File: config.mk
export PLATFORM = sky130hd
export DESIGN_NAME = fu_gemm_issue_queue
export DESIGN_NICKNAME = d
export VERILOG_FILES = /design/src/rtl/fu_gemm_issue_queue.sv
export SDC_FILE = /design/constraint.sdc
export NUM_CORES = 1
export LEC_CHECK = 0
export BUFFER_PORTS_ARGS = -buffer_cell sky130_fd_sc_hd__buf_4
export CORE_UTILIZATION = 51
export DETAILED_ROUTE_END_ITERATION = 6
export PLACE_DENSITY = 0.84
export SYNTH_ARGS = -nofsm -noshare
export SYNTH_HDL_FRONTEND = slang
export SYNTH_SLANG_ARGS = --single-unit
File: constraint.sdc
create_clock -name CLK -period 2.1 [get_ports CLK]
set_clock_uncertainty 0.1 [all_clocks]
set_input_delay 0.315 -clock CLK [delete_from_list [all_inputs] [get_ports CLK]]
set_output_delay 0.315 -clock CLK [all_outputs]
set_load 0.02 [all_outputs]
File: src/rtl/fu_gemm_issue_queue.sv
// GEMM front end: DEPTH-entry instruction FIFO with resident-weight tracking.
// Optional same-cycle empty-queue bypass is compiled in with FU_GEMM_BYPASS_EN.
module fu_gemm_issue_queue #(
  parameter int MAT_W = 4,
  parameter int DEPTH = 4,
  parameter int CNT_W = $clog2(DEPTH + 1)
) (
  input  logic               CLK,
  input  logic               RST,
  input  logic               flush,
  input  logic               gemm_enable,
  input  logic               new_weight_in,
  input  logic [MAT_W-1:0]   rs1_in,
  input  logic [MAT_W-1:0]   rs2_in,
  input  logic [MAT_W-1:0]   rs3_in,
  input  logic [MAT_W-1:0]   rd_in,
  output logic               gemm_ready,
  output logic               out_valid,
  input  logic               out_ready,
  output logic [4*MAT_W-1:0] gemm_out,
  output logic               new_weight_out,
  output logic [CNT_W-1:0]   occupancy
);

  localparam int PTR_W = (DEPTH > 1) ? $clog2(DEPTH) : 1;
  localparam int ENT_W = 4 * MAT_W + 1;

  // Handshakes: a transfer happens on a rising edge where valid && ready
  // (gemm_enable/gemm_ready upstream, out_valid/out_ready downstream), and
  // flush at that edge cancels both transfers.

  logic [ENT_W-1:0] mem [DEPTH];
  logic [PTR_W-1:0] wr_ptr, rd_ptr;
  logic [CNT_W-1:0] count;
  logic [MAT_W-1:0] last_w;
  logic             last_w_valid;

  logic [ENT_W-1:0] in_ent, head_ent;
  logic [MAT_W-1:0] head_rs2;
  logic             head_hint;
  logic             full, bypass, enq, deq, fifo_deq;

  assign in_ent = {new_weight_in, rd_in, rs3_in, rs2_in, rs1_in};

`ifdef FU_GEMM_BYPASS_EN
  assign bypass   = (count == '0) && gemm_enable && out_ready && !flush;
  assign head_ent = bypass ? in_ent : mem[rd_ptr];
`else
  assign bypass   = 1'b0;
  assign head_ent = mem[rd_ptr];
`endif

  assign head_rs2  = head_ent[2*MAT_W-1:MAT_W];
  assign head_hint = head_ent[ENT_W-1];

  assign full       = (count == CNT_W'(DEPTH));
  assign gemm_ready = !full && !flush;
  assign out_valid  = (count != '0) || bypass;
  assign enq        = gemm_enable && gemm_ready && !bypass;
  assign deq        = out_valid && out_ready && !flush;
  // A bypassed instruction never touches storage, so only the FIFO path moves rd_ptr.
  assign fifo_deq   = deq && !bypass;

  assign gemm_out       = out_valid ? head_ent[4*MAT_W-1:0] : '0;
  assign new_weight_out = out_valid && (head_hint || !last_w_valid || (head_rs2 != last_w));
  assign occupancy      = count;

  always_ff @(posedge CLK or posedge RST) begin
    if (RST) begin
      wr_ptr       <= '0;
      rd_ptr       <= '0;
      count        <= '0;
      last_w       <= '0;
      last_w_valid <= 1'b0;
    end else if (flush) begin
      wr_ptr       <= '0;
      rd_ptr       <= '0;
      count        <= '0;
      last_w_valid <= 1'b0;
    end else begin
      if (enq)      wr_ptr <= wr_ptr + PTR_W'(1);
      if (fifo_deq) rd_ptr <= rd_ptr + PTR_W'(1);
      case ({enq, fifo_deq})
        2'b10:   count <= count + CNT_W'(1);
        2'b01:   count <= count - CNT_W'(1);
        default: count <= count;
      endcase
      // Weight residency follows what the sequencer actually consumed.
      if (deq) begin
        last_w       <= head_rs2;
        last_w_valid <= 1'b1;
      end
    end
  end

  always_ff @(posedge CLK) begin
    if (enq) mem[wr_ptr] <= in_ent;
  end

endmodule

**Word-level counts from Yosys, hierarchy flattened**

Memory sizes are Yosys's and may differ from the RTL's.
Index checks and enable logic that the tools add are counted.

- Bitwise logic cells: 1
- Divide/modulo/power cells: 0
- $mul: 0
- Multiplexer cells: 11
- $lt $le $gt $ge: 0
- $add $sub $neg: 4
- Shift operators: 0
- Equal/unequal tests: 4
- Reduce and logical (&&, ||, !) cells: 15

Operator list:

| cell | count |
|---|---|
| 16-bit 2-to-1 mux | 1 |
| 2-bit 2-to-1 mux | 4 |
| 3-bit one-hot mux with 2 select lines | 1 |
| 3-bit nonzero test | 2 |
| 1-bit logical AND | 5 |
| 2-bit by 1-bit adder with 2-bit output (second input constant) | 2 |
| 1-bit 2-to-1 mux | 4 |
| 4-bit inequality test | 1 |
| 2-bit nonzero test | 2 |
| 3-bit by 1-bit adder with 3-bit output (second input constant) | 1 |
| 3-bit equality test (second input constant) | 1 |
| 1-bit logical NOT | 3 |
| 3-bit 2-to-1 mux | 1 |
| 3-bit by 1-bit subtractor with 3-bit output (second input constant) | 1 |
| 2-bit by 1-bit equality test with 1-bit output (second input constant) | 1 |
| 2-bit equality test (second input constant) | 1 |
| 1-bit logical OR | 2 |
| 2-bit AND reduction | 1 |
| 1-bit inverter | 1 |

- Memories kept: 1
- Latch bits: 0
- Output and inout port bits: 22
- Logic and storage cells: 41
- Bits in writable memories: 68
- Bits in registers: 12
- ROM bits: 0
- Input bits: 22

Memories:

| memory | depth | bits a word | read ports | clocked after memory_dff | wr ports | RTL line | text |
|---|---|---|---|---|---|---|---|
| mem | 4 | 17 | 1 | 0 | 1 | 32 | `logic [ENT_W-1:0] mem [DEPTH];` |

**Depth between registers and ports, before layout**

- Depth after elaboration: 7
- Gate-level depth with buffers: 6
- Mapped depth without buffers: 6

**Worst setup path after synthesis**

OpenSTA, ideal clock, no wires.

- Kind: register -> register
- Start: register count[0] (netlist: occupancy[0])
- End: register count[2] (netlist: occupancy[2])
- Slack: -0.287 ns
- Period minus slack after synthesis: 2.387 ns
- Stages on the path, launching flop included: 7
- Data arrival time: 2.159 ns
- Required time: 1.872 ns
- Cells stage by stage: dfrtp_1 -> nor3_1 -> nand2b_1 -> nor3_1 -> fa_1 -> mux2i_1 -> mux2_1

- Cells in the longest elaborated chain, start to end: 7

Ends and longest elaborated chain:

| element | RTL line | text |
|---|---|---|
| start: declaration | 34 | `logic [CNT_W-1:0] count;` |
| start signal: assignment | 84 | `2'b10: count <= count + CNT_W'(1);` |
| start signal: assignment | 85 | `2'b01: count <= count - CNT_W'(1);` |
| start signal: assignment | 86 | `default: count <= count;` |
| 3-bit equality test | 56 | `assign full = (count == CNT_W'(DEPTH));` |
| 1-bit logical NOT | 57 | `assign gemm_ready = !full && !flush;` |
| 1-bit logical AND | 57 |  |
| 1-bit logical AND | 59 | `assign enq = gemm_enable && gemm_ready && !bypass;` |
| 2-bit by 1-bit equality test with 1-bit output / 2-bit equality test (equally long branches) | 83 | `case ({enq, fifo_deq})` |
| 3-bit one-hot mux with 2 select lines | 83 |  |
| 3-bit 2-to-1 mux | 75 | `end else if (flush) begin` |

Several ways; a longest one is shown, not always the timed one.
A chain may end at the register's enable or synchronous reset.

**Worst setup path in the final report**

- Start: register rd_ptr[0]
- End: output port new_weight_out

- Cells in the longest elaborated chain, start to end: 4

Ends and longest elaborated chain:

| element | RTL line | text |
|---|---|---|
| start: declaration | 33 | `logic [PTR_W-1:0] wr_ptr, rd_ptr;` |
| start signal: assignment | 82 | `if (fifo_deq) rd_ptr <= rd_ptr + PTR_W'(1);` |
| memory read 4 x 17 bit * | -- |  |
| 4-bit inequality test / 1-bit logical OR (equally long branches) | 65 | `assign new_weight_out = out_valid && (head_hint \|\| !last_w_valid \|\| (head_rs2 != last_w));` |
| 1-bit logical OR * | 65 |  |
| 1-bit logical AND * | 65 |  |
| end: declaration | 21 | `output logic new_weight_out,` |

Mark *: on every way between the ends. The rest lies on a longest branch, timed or not.

==> impl_metrics.yaml <==
global_route:
  grt_antenna_before_repair: 0
  first_global_vias: 1732
  grt_pass1_wl_um: 8873
  grt_usage_pct: 19.22
  grt-ovfl-total: 0
  grt_max_degree: 19
power_and_ir_drop:
  clkPwrFrac_pct: 21.0
  p_leak_nw: 1.546
  powerDensity_mw_per_mm2: 1242
  vdd_drop_max_mv: 1.048
  seqPwrFrac_pct: 38.9
  switching_power_mw: 1.637
  combPwrFrac_pct: 40.1
  swShare_pct: 31.44
  internal-power_mw: 3.569
worst_setup_path:
  regToRegSetupSlack_ps: 100
  end_kind: "output port"
  slowest_delay_ps: 540
  crit_path_start_kind: "flip-flop"
  r2r-start: "occupancy[1]"
  required_ps: 1680
  reg2regPathDepth: 6
  crit_chain: "mux4_2, xor2_1, nor4b_2, a31oi_1, buf_4"
  crit_slowest_cell: "mux4_2"
  crit_fanout: 4
  arrival_ps: 1980
  timing.rr.end: "occupancy[2]"
  worst-setup-path-type: "flip-flop to output port"
clock_network:
  insertion_delay_ps: 350
  ctsHtreeMaxLevel: 3
  cts_tree: "built"
  cts.sinks: 80
  cts_buffer_depth: 2
  path_clk_slew_ps: 80
  cts-root-buf: "clkbuf_8"
  numCtsBuffers: 9
synth:
  ys_warn_count: 0
  syn_nets: 200
  async_flop_share_pct: 15.00
  synthFlopType: "edfxtp_1"
  syn_area_mm2: 0.003281
  yosys.area.top_type: "edfxtp_1"
  synth_edf_count: 68
  synth_top_area_share_pct: 62.24
  synthCells: 173
  ys_types: 32
  ys_seq_area_share_pct: 71.40
  synth_seq_cells: 80
  syn_avg_cell_area_um2: 18.96
  yosys-top-cells-area: "edfxtp_1 62%, mux4_2 12%, dfrtp_1 9.2%"
worst_hold_path:
  hold-path-endpoint: "mem[3][6]"
  worstHoldStart: "rs2_in[2]"
  hold_depth: 1
  hold_class: "input port to flip-flop"
layout:
  fin_cells: 322
  n_antenna_cell: 0
  multiInputGateArea_um2: 952.2
  most-common-layout-cells: "68 x edfxtp_1, 49 x buf_4, 17 x mux4_2"
  fin_nets: 269
  nFillCells: 392
  area_growth_pct: 27.73
  register_area_mm2: 0.002347
  layout_commonest_cell: "edfxtp_1"
  drive_gt1_share_pct: 46.56
route:
  drt_iter0_drc: 125
  routed_wl_um: 5748
  first_pass_iters: 4
  wl_per_cell_um: 17.85
  antenna_left: 0
  route.vias.total: 1715
  via_per_inst: 5.326
  post-route-drc-count: 0
die:
  ioPinCount: 44
  core_area_mm2: 0.006061
  die_h_um: 82.21
  start_util_pct: 54.13
  row_count: 28
  die_w_um: 82.21
  dieArea_mm2: 0.006758
placed_design:
  post-dp-hpwl_um: 3722
  dp.cells: 300
  place.gp.congestion: 0.7544
  dp_slack_ps: -18.54
  io_buffers: 43
timing:
  hold_viol: 0
  drv_slew: 0
  layout_worst_path_cycle_share_pct: 114.2
  grt_setup_unrepaired: "yes"
  worst_pin_slew_ps: 495.6
  post-route-min-period_ps: 2398
  maxSlewHeadroom_pct: 66.93
  fmaxAchievable_mhz: 417.0
  setup_ws_ps: -298.0
  setup_viol: 15
outcome:
  violations: "negative setup slack"
  status: "complete, but fails checks"
flow_run:
  maxCapViolCount: 0
[metal layers]
layer | vias to the layer above | track usage [%] | wire length, µm
met5 | - | 0 | 0
met4 | 0 | 6.842 | 77
met3 | 8 | 5.385 | 255
met2 | 46 | 32.07 | 3007
met1 | 859 | 24.15 | 2407
li1 | 802 | - | -
[cells in the mapped netlist, types with 2 or more instances]
cell / n
nor2_1: 9
inv_1: 5
o31ai_1: 2
edfxtp_1: 68
clkbuf_1: 3
ha_1: 4
nor3_1: 2
and2b_1: 4
nor2b_1: 13
nand2_1: 2
dfrtp_1: 12
xor2_1: 3
mux2_2: 5
mux4_2: 17
xnor2_1: 3
buf_2: 2
and2_1: 4
[sequential cells by signal, summed over array words and instances, names as in the netlist]
register and cells:
rd_ptr 2, mem 68, occupancy 3, last_w 4, wr_ptr 2, last_w_valid 1
[final cells by class]
class                           instances  area share (%)
Clock buffer                            9           2.956
Clock inverter                          7           1.702
Sequential cell                        80           56.02
Multi-Input combinational cell         82           22.72
Timing Repair Buffer                   64           13.91
Inverter                                5          0.4479
Tap cell                               75           2.239
[stage by stage]
| stage | cell area, µm² | util [%] | power, mW | hold slack [ps] | setup TNS [ps] |
|---|---|---|---|---|---|
| after CTS | 4146 | 68.41 | 5.147 | 51.59 | -2412 |
| after detailed placement | 3842 | 63.40 | 3.855 | 280.3 | -18.54 |
| after global placement | 3842 | 63.40 | 3.816 | 267.3 | 0 |
| final | 4190 | 69.14 | 5.206 | 62.52 | -3098 |
| after floorplan | 3321 | - | 3.186 | 79.50 | -0.1517 |
| after global routing | 4190 | 69.14 | 5.459 | 46.53 | -4102 |
[worst max-delay path by stage]
stage | start | endpoint | cells after the start
floorplan | occupancy[2] | occupancy[2] | 6
global placement | rd_ptr[0] | new_weight_out | 5
detailed placement | rd_ptr[0] | new_weight_out | 5
CTS | rd_ptr[0] | new_weight_out | 5
global route | rd_ptr[0] | new_weight_out | 5
finish | rd_ptr[0] | new_weight_out | 5
[cells by family (layout without fill, tap and decap cells)]
kind of cell / after synthesis / in the layout / share of synthesized area, %
adders and majority gates: 5 / 5 / 2.136
buffers and inverters: 11 / 85 / 1.564
DFF: 80 / 80 / 71.40
xor gates and xnor gates: 7 / 7 / 2.289
and+or+nand+nor: 40 / 40 / 7.208
muxes: 24 / 24 / 14.04
AOI/OAI and AO/OA: 6 / 6 / 1.373
[power by group through the flow]
stage / Clock [mW] / Combinational, mW / Sequential [mW]
4_1_cts: 1.12 / 2.00 / 2.03
6_report: 1.09 / 2.09 / 2.02
5_1_grt: 1.17 / 2.24 / 2.05
3_5_place_dp: 0 / 1.79 / 2.06
2_1_floorplan: 0 / 1.14 / 2.05
3_3_place_gp: 0 / 1.77 / 2.05
[critical path, delay by kind of cell, from the launching register on]
kind / cells / cell delay, ps
buffers and inverters: 1 / 160
AO/OA/AOI/OAI: 1 / 110
flip-flops: 1 / 420
multiplexers: 1 / 540
XOR/XNOR: 1 / 170
AND/OR/NAND/NOR: 1 / 240
[what timing repair did]
item	4_1_cts	5_1_grt
setup buffers	3	3
pin swaps	2	1
resized for setup	20	5
endpoints found under the setup margin	16	17
hold buffers	1	0
hold endpoints to repair	12	0
cloned	0	0
No activity file was read; power rests on OpenSTA's default activity.
